### config.mk
export PLATFORM = sky130hd
export DESIGN_NAME = dct_mac_unit
export DESIGN_NICKNAME = d
export VERILOG_FILES = /design/src/rtl/dct_pkg.sv /design/src/rtl/dct_cos_rom.sv /design/src/rtl/dct_mac_unit.sv
export SDC_FILE = /design/constraint.sdc
export NUM_CORES = 1
export LEC_CHECK = 0
export BUFFER_PORTS_ARGS = -buffer_cell sky130_fd_sc_hd__buf_4
export CAP_MARGIN = 20
export CORE_ASPECT_RATIO = 0.9
export CORE_MARGIN = 2
export CORE_UTILIZATION = 60
export DETAILED_ROUTE_END_ITERATION = 8
export GPL_TIMING_DRIVEN = 0
export PLACE_DENSITY = 0.79
export SYNTH_ARGS = -nofsm -noshare
export SYNTH_HDL_FRONTEND = slang
export SYNTH_SLANG_ARGS = --single-unit
### constraint.sdc
create_clock -name clock -period 8.5 [get_ports clock]
set_clock_uncertainty 0.15 [all_clocks]
set_input_delay 0 -clock clock [delete_from_list [all_inputs] [get_ports clock]]
set_output_delay 0 -clock clock [all_outputs]
set_load 0.05 [all_outputs]
### src/rtl/dct_pkg.sv
// dct_pkg: shared constants for the DCT multiply-accumulate datapath.
//   COS_W / IDX_W : coefficient and index widths
//   SHIFT / ROUND : final scaling (64*64*... -> coefficient) with round-half-up
//   COS_TAB       : C[k][n] = round(64*c(k)*cos((2n+1)k*pi/16)), c(0)=1/sqrt(2)
package dct_pkg;
  localparam int COS_W = 8;
  localparam int IDX_W = 3;
  localparam int SHIFT = 14;
  localparam int ROUND = 1 << 13;

  localparam logic signed [COS_W-1:0] COS_TAB [8][8] = '{
    '{ 8'sd45,  8'sd45,  8'sd45,  8'sd45,  8'sd45,  8'sd45,  8'sd45,  8'sd45},
    '{ 8'sd63,  8'sd53,  8'sd36,  8'sd12, -8'sd12, -8'sd36, -8'sd53, -8'sd63},
    '{ 8'sd59,  8'sd24, -8'sd24, -8'sd59, -8'sd59, -8'sd24,  8'sd24,  8'sd59},
    '{ 8'sd53, -8'sd12, -8'sd63, -8'sd36,  8'sd36,  8'sd63,  8'sd12, -8'sd53},
    '{ 8'sd45, -8'sd45, -8'sd45,  8'sd45,  8'sd45, -8'sd45, -8'sd45,  8'sd45},
    '{ 8'sd36, -8'sd63,  8'sd12,  8'sd53, -8'sd53, -8'sd12,  8'sd63, -8'sd36},
    '{ 8'sd24, -8'sd59,  8'sd59, -8'sd24, -8'sd24,  8'sd59, -8'sd59,  8'sd24},
    '{ 8'sd12, -8'sd36,  8'sd53, -8'sd63,  8'sd63, -8'sd53,  8'sd36, -8'sd12}
  };
endpackage

### src/rtl/dct_cos_rom.sv
// dct_cos_rom: combinational cosine coefficient lookup.
//   k : frequency index (u or v)
//   n : spatial index (x or y)
//   c : signed C[k][n]
module dct_cos_rom
  import dct_pkg::*;
(
  input  logic [IDX_W-1:0]        k,
  input  logic [IDX_W-1:0]        n,
  output logic signed [COS_W-1:0] c
);
  assign c = COS_TAB[k][n];
endmodule

### src/rtl/dct_mac_unit.sv
// dct_mac_unit: 4-stage pixel x C(u,x) x C(v,y) multiply-accumulate that emits
// one rounded 2-D DCT coefficient every 64 accepted terms.
//   clock, reset (async, active low)
//   active_MAC      : term strobe; pixel_data/u/v/x/y sampled with it
//   reset_MAC       : synchronous clear of acc, term counter and pipeline
//   dct_out         : signed F(u,v), held until the next out_valid
//   out_valid       : one-cycle pulse when dct_out/out_index update
//   out_index       : {u,v} tag of the 64th term
//   sat_flag        : sticky clamp indicator
// Optional feature macro: DCT_MAC_SAT_EN (clamp instead of wrap when narrowing).
module dct_mac_unit
  import dct_pkg::*;
#(
  parameter int PIX_W = 8,
  parameter int OUT_W = 12,
  parameter int ACC_W = 32
) (
  input  logic                 clock,
  input  logic                 reset,
  input  logic                 active_MAC,
  input  logic                 reset_MAC,
  input  logic [PIX_W-1:0]     pixel_data,
  input  logic [IDX_W-1:0]     u,
  input  logic [IDX_W-1:0]     v,
  input  logic [IDX_W-1:0]     x,
  input  logic [IDX_W-1:0]     y,
  output logic [OUT_W-1:0]     dct_out,
  output logic                 out_valid,
  output logic [2*IDX_W-1:0]   out_index,
  output logic                 sat_flag
);
  localparam int PIX_S_W = PIX_W + 1;
  localparam int CUV_W   = 2*COS_W - 2;           // |C*C| <= 63*63 fits 14 bits
  localparam int TERM_W  = PIX_S_W + CUV_W - 1;
  localparam int TAG_W   = 2*IDX_W;
  localparam logic signed [ACC_W-1:0] RND = ACC_W'(ROUND);

  logic signed [COS_W-1:0]   cx, cy;
  logic signed [PIX_S_W-1:0] pix_ls;

  dct_cos_rom u_rom_ux (.k(u), .n(x), .c(cx));
  dct_cos_rom u_rom_vy (.k(v), .n(y), .c(cy));

  assign pix_ls = $signed({1'b0, pixel_data}) - $signed(PIX_S_W'(1 << (PIX_W-1)));

  // vld_pipe[i] qualifies the data held in stage i (S0..S2)
  logic [2:0]                vld_pipe;
  logic signed [PIX_S_W-1:0] pix_s0, pix_s1;
  logic signed [COS_W-1:0]   cx_s0, cy_s0;
  logic signed [CUV_W-1:0]   cuv_s1;
  logic signed [TERM_W-1:0]  term_s2;
  logic [TAG_W-1:0]          tag_s0, tag_s1, tag_s2;

  always_ff @(posedge clock or negedge reset) begin
    if (!reset) begin
      pix_s0  <= '0;
      cx_s0   <= '0;
      cy_s0   <= '0;
      tag_s0  <= '0;
      pix_s1  <= '0;
      cuv_s1  <= '0;
      tag_s1  <= '0;
      term_s2 <= '0;
      tag_s2  <= '0;
    end else begin
      if (active_MAC) begin
        pix_s0 <= pix_ls;
        cx_s0  <= cx;
        cy_s0  <= cy;
        tag_s0 <= {u, v};
      end
      if (vld_pipe[0]) begin
        pix_s1 <= pix_s0;
        cuv_s1 <= CUV_W'(cx_s0) * CUV_W'(cy_s0);
        tag_s1 <= tag_s0;
      end
      if (vld_pipe[1]) begin
        term_s2 <= TERM_W'(pix_s1) * TERM_W'(cuv_s1);
        tag_s2  <= tag_s1;
      end
    end
  end

  logic signed [ACC_W-1:0] acc, sum, rnd, shifted;
  logic [5:0]              cnt;
  logic [OUT_W-1:0]        res;
  logic                    fire;

  assign sum     = acc + ACC_W'(term_s2);
  assign rnd     = sum + RND;
  assign shifted = rnd >>> SHIFT;
  // reset_MAC wins over the 64th accumulation arriving on the same edge
  assign fire    = vld_pipe[2] && (cnt == 6'd63) && !reset_MAC;

`ifdef DCT_MAC_SAT_EN
  localparam logic signed [ACC_W-1:0] OUT_MAX = ACC_W'((64'sd1 <<< (OUT_W-1)) - 64'sd1);
  localparam logic signed [ACC_W-1:0] OUT_MIN = ACC_W'(-(64'sd1 <<< (OUT_W-1)));
  logic clamp_hi, clamp_lo;
  assign clamp_hi = shifted > OUT_MAX;
  assign clamp_lo = shifted < OUT_MIN;
  assign res = clamp_hi ? OUT_MAX[OUT_W-1:0] :
               clamp_lo ? OUT_MIN[OUT_W-1:0] : shifted[OUT_W-1:0];

  always_ff @(posedge clock or negedge reset) begin
    if (!reset) sat_flag <= 1'b0;
    else if (fire && (clamp_hi || clamp_lo)) sat_flag <= 1'b1;
  end
`else
  assign res      = shifted[OUT_W-1:0];   // two's-complement wrap
  assign sat_flag = 1'b0;
`endif

  always_ff @(posedge clock or negedge reset) begin
    if (!reset) begin
      vld_pipe  <= '0;
      acc       <= '0;
      cnt       <= '0;
      out_valid <= 1'b0;
      dct_out   <= '0;
      out_index <= '0;
    end else begin
      out_valid <= 1'b0;
      if (reset_MAC) begin
        // drop in-flight terms; a coincident strobe starts the new block
        vld_pipe <= {2'b00, active_MAC};
        acc      <= '0;
        cnt      <= '0;
      end else begin
        vld_pipe <= {vld_pipe[1:0], active_MAC};
        if (vld_pipe[2]) begin
          if (fire) begin
            acc       <= '0;
            cnt       <= '0;
            out_valid <= 1'b1;
            dct_out   <= res;
            out_index <= tag_s2;
          end else begin
            acc <= sum;
            cnt <= cnt + 6'd1;
          end
        end
      end
    end
  end
endmodule

### Word level (Yosys, flattened, before mapping)

Memories as Yosys holds them, arrays and structs flattened.
Cells that the tools add are included.
W data, S select, Z words.

| storage, ports and cells | value |
|---|---|
| word-level logic and storage cells | 58 |
| input port bits | 24 |
| memories | 2 |
| register bits after elaboration | 148 |
| ROM bits | 1024 |
| output and inout port bits | 20 |

| cells by class | value |
|---|---|
| muxes and demuxes | 20 |
| multipliers | 2 |
| $lt $le $gt $ge | 4 |
| add/sub/neg operators | 4 |
| equal/unequal tests | 1 |
| reductions and logical operators | 5 |
| bitwise gates (word level) | 5 |

Memory list:

| memory | depth | bits a word | rd ports | clocked after Yosys merged registers in | wr ports | line | source |
|---|---|---|---|---|---|---|---|
| (no name shown) | 8 | 64 | 1 | 0 | 0 | dct_cos_rom.sv:12 | `assign c = COS_TAB[k][n];` |
| (no name shown) | 8 | 64 | 1 | 0 | 0 | dct_cos_rom.sv:12 |  |

Operators with widths:

| kind | number |
|---|---|
| $mux W64 | 4 |
| $mux W32 | 3 |
| $bmux W8 S3 | 2 |
| $add A32 B22 Y32 | 1 |
| $mux W8 | 4 |
| $add A26 B15 Y26 const B | 1 |
| $mul A9 B14 Y22 | 1 |
| $mux W6 | 3 |
| $ge A4 B4 Y1 const B | 4 |
| $not A3 Y4 | 4 |
| $mul A8 B8 Y14 | 1 |
| $sub A8 B8 Y9 const B | 1 |
| $add A6 B1 Y6 const B | 1 |
| $eq A6 B6 Y1 const B | 1 |
| $mux W1 | 3 |
| $mux W3 | 1 |
| $reduce_and A3 Y1 | 1 |
| $logic_and A1 B1 Y1 | 2 |
| $reduce_bool A2 Y1 | 1 |
| $logic_not A1 Y1 | 1 |
| $not A1 Y1 | 1 |

### Logic depth before layout (Yosys ltp)

| depth | value |
|---|---|
| depth in word-level cells | 7 |
| depth in mapped cells | 21 |
| mapped depth without buffers | 20 |

### Modules after synthesis

A second synthesis with hierarchy kept.

| second synthesis, totals | value |
|---|---|
| cell total of the unflattened synthesis | 1527 |
| area, all modules | 14845.5 um^2 |

Modules (own cells, without submodules):

| module | instances | area each (um^2) | cells an instance |
|---|---|---|---|
| dct_mac_unit | 1 | 13031.2 | 1279 |
| dct_cos_rom at u_rom_vy | 1 | 914.6 | 123 |
| dct_cos_rom at u_rom_ux | 1 | 899.6 | 125 |

### Worst setup path after synthesis

Ideal clock, no wire load.

| timing | value |
|---|---|
| path kind | register to register |
| start point | register pix_s1[7] |
| end point | register term_s2[20] |
| path slack | 2838 ps |
| path buffers | 2 |
| cell stages (with the launch flop) | 19 |
| clock period less this slack | 5662 ps |
| data arrival time | 5441 ps |
| data required time | 8279 ps |
| cells stage by stage | dfrtp_1 clkbuf_1 clkbuf_1 nand2_1 fa_1 fa_1 inv_1 fa_1 fa_1 fa_1 ha_1 inv_1 o21bai_1 a211oi_1 o31ai_1 o41ai_1 o21ai_1 or3_1 nand4_1 |

| on the way | value |
|---|---|
| longest elaborated chain between the ends | 1 |

RTL lines:

| item | line | source |
|---|---|---|
| start: declaration | dct_mac_unit.sv:48 | `logic signed [PIX_S_W-1:0] pix_s0, pix_s1;` |
| start signal: assignment | dct_mac_unit.sv:73 | `pix_s1 <= pix_s0;` |
| $mul A9 B14 Y22 | dct_mac_unit.sv:78 | `term_s2 <= TERM_W'(pix_s1) * TERM_W'(cuv_s1);` |
| end signal: assignment | dct_mac_unit.sv:78 |  |
| end: declaration | dct_mac_unit.sv:51 | `logic signed [TERM_W-1:0] term_s2;` |

Every way passes these cells.
A chain may end at the register's enable or synchronous reset.

### Worst setup path in the final report

Same ends and word-level chain as after synthesis.

==> out/qor.yml <==
drt:
  ant_nets: 0
  drc: 0
  routed_wl_um: 33800
  drt_iter0_markers: 733
  vias_per_cell: 5.94
  wl_per_cell_um: 17.7
  via_count: 11400
  dr.pass1.iters: 5
placed_design:
  place.gp.congestion: 0.925
  portBuffers: 40
  hpwl_um: 25500
clock_network:
  numCtsBuffers: 17
  htree_num_levels: 4
  cts.sinks: 138
  clk_latency_ps: 440
  path_clk_slew_ps: 60
  clock_path_buffers: 2
  post_cts_resized: 0
  clock-root-buffer: "clkbuf_16"
  cts_tree: "built"
sta:
  period_share: 0.791
  slew_viol_final: 0
  fmax_ghz: 0.149
  layout_min_cycle_time_ps: 6730
  rsz0062_at_grt: "false"
  hold_viol: 0
  setup_violations: 0
  slew_headroom: 0.490
  tns_ps: 0
  tightest_slew_ps: 765
cells_and_area:
  antenna_cells: 0
  drive_gt1_frac: 0.103
  flow.area_growth_from_synthesis_pct: 10.0
  nets: 1887
synth:
  ys.flop_type: "dfrtp_1"
  synth_top_area_frac: 0.240
  synthesis.instances: 1525
  synth_cell_types: 77
  yosysMostFrequentCell: "inv_1"
  synth_warnings: 0
  ys_async_sr_fraction: 1.00
  syn_avg_cell_area_um2: 9.42
  synth_edf_count: 0
  yosysTopAreaCell: "dfrtp_1"
  synth_area_leaders: "dfrtp_1, fa_1, ha_1, mux2_2, inv_1"
  ys_seq_area_frac: 0.240
  ys_top_cells_by_count: "inv_1, fa_1, nand2_1"
  syn-cell-area_um2: 14400
  synth_fp_nets: 1812
  yosys_register_bits: 138
critical_path:
  path_depth: 18
  startpoint_type: "register"
  cp_top_family: "adder cells"
  rr_endpoint: "term_s2[20]"
  crit_type: "reg2reg"
  reg2reg_slack_ps: 1770
  cp-endpoint: "term_s2[20]"
  cpMaxStageDelayCell: "fa_1"
  arrival_ps: 6940
  crit_path_end_kind: "register"
  cp_slowest_stage_delay_ps: 590
  crit_buf_inv: 4
  crit_top_cell: "fa_1"
  cp_cell_sequence: "clkbuf_1, clkbuf_1, nand2_1, fa_1, fa_1, inv_1, fa_1, fa_1, fa_1, ha_1, inv_1, o21bai_1, a211oi_1, o31ai_1, o41ai_1, o21ai_1, or3_1, nand4_1"
  reg2reg_depth: 18
  path_max_fanout: 10
  cp-startpoint: "pix_s1[7]"
  r2r-start: "pix_s1[7]"
  critPathRequiredTime_ps: 8720
die:
  ioPinCount: 44
  die_w_um: 167
  rows: 53
  core_area_um2: 23400
  die_h_um: 151
  die_area_um2: 25200
  start_util: 0.614
global_routing:
  grt_pass1_wl_um: 58200
  antenna_found_initial: 0
  first_global_vias: 11600
  gr-total-overflow: 0
  grt_max_degree: 80
  grt_use_total: 0.287
job:
  max-cap-violations: 0
hold_path:
  hp-class: "in2reg"
outcome:
  status: "finished, final reports clean"
-- registers in the layout (all words and copies together) (netlist names), 7 cells and up --
name and cells:
acc 26, pix_s0 8, cy_s0 7, pix_s1 8, cuv_s1 14, term_s2 22
cx_s0 7, dct_out 12
-- logic make-up (layout without fill, tap and decap cells) --
family                     count (synthesis)  after routing  synth area share
adders and majority gates                263            263             0.307
and+or+nand+nor                          444            444             0.155
DFF                                      138            138             0.240
AOI/OAI and AO/OA                        293            293             0.137
other                                      1              1          0.000261
muxes                                     71             71            0.0554
buffers and inverters                    252            339            0.0663
xor gates and xnor gates                  63             63            0.0389
-- how the worst min path moves through the flow --
stage                from           to  slack [ps]  cells past startpoint
2_1_floorplan       reset       acc[0]        -450                      0
3_3_place_gp   active_MAC  vld_pipe[0]         -20                      1
3_5_place_dp        reset       acc[5]        -140                      1
4_1_cts        active_MAC  vld_pipe[0]          80                      2
5_1_grt        active_MAC  vld_pipe[0]         100                      2
6_report       active_MAC  vld_pipe[0]          90                      2
-- repair_timing --
item,CTS,global route
buffers inserted,0,0
hold buffers,15,0
hold endpoints to repair,153,0
-- cell usage in the layout, fill, tap and decap left out, types with 5 or more instances in the layout --
master and instances:
a211oi_1 15, inv_1 175, xnor2_1 46, nor2b_1 19
nor2_1 69, o31ai_1 8, a21oi_1 74, nand2_1 149
clkbuf_1 61, nor3_1 29, a311oi_1 5, nand2b_1 11
nand3_1 15, clkinv_4 5, and2_1 101, ha_1 114
a221oi_1 8, or2_2 5, a31oi_1 13, o21ai_1 8
nand4_1 10, fa_1 149, dfrtp_1 138, mux2_2 68
buf_1 10, a22o_1 12, o21bai_1 6, buf_4 40
o211ai_1 13, dlygate4sd3_1 14, o21a_1 5, or3_1 6
a21o_1 11, xor2_1 16, o21ai_0 60, and3_1 12
clkbuf_16 17, o22ai_1 8, a2111oi_0 6
-- routing by layer --
| layer | vias up | wire length, um | global-route usage |
|---|---|---|---|
| met3 | 57 | 1970 | 0.0447 |
| met5 | - | 0 | 0 |
| li1 | 5289 | - | - |
| met1 | 5667 | 15500 | 0.404 |
| met2 | 363 | 15700 | 0.473 |
| met4 | 0 | 632 | 0.0716 |
-- final cells by class --
cell class	count	area (um^2)
clock inverters	13	133
fillers	1842	7600
repair buffers	56	492
inverters	178	668
plain buffers	74	284
multi-input cells	1135	9960
flip-flops and latches	138	3450
well taps	302	378
clock buffers	18	439
-- stage by stage --
step	setup WS [ps]	std cells	utilization	instance area, um^2	hold slack (ps)
after floorplan	2840	1525	-	14400	-446
after CTS	1850	1914	0.675	15800	79.3
after detailed placement	1940	1868	0.644	15100	-137
after global placement	2060	1867	0.643	15000	-18.1
after global routing	1420	1914	0.675	15800	95.4
final	1770	1914	0.675	15800	86.3
Power is left out: the tool's default activity adds up to more than one toggle a clock period on the data nets, which glitch-free logic cannot reach.
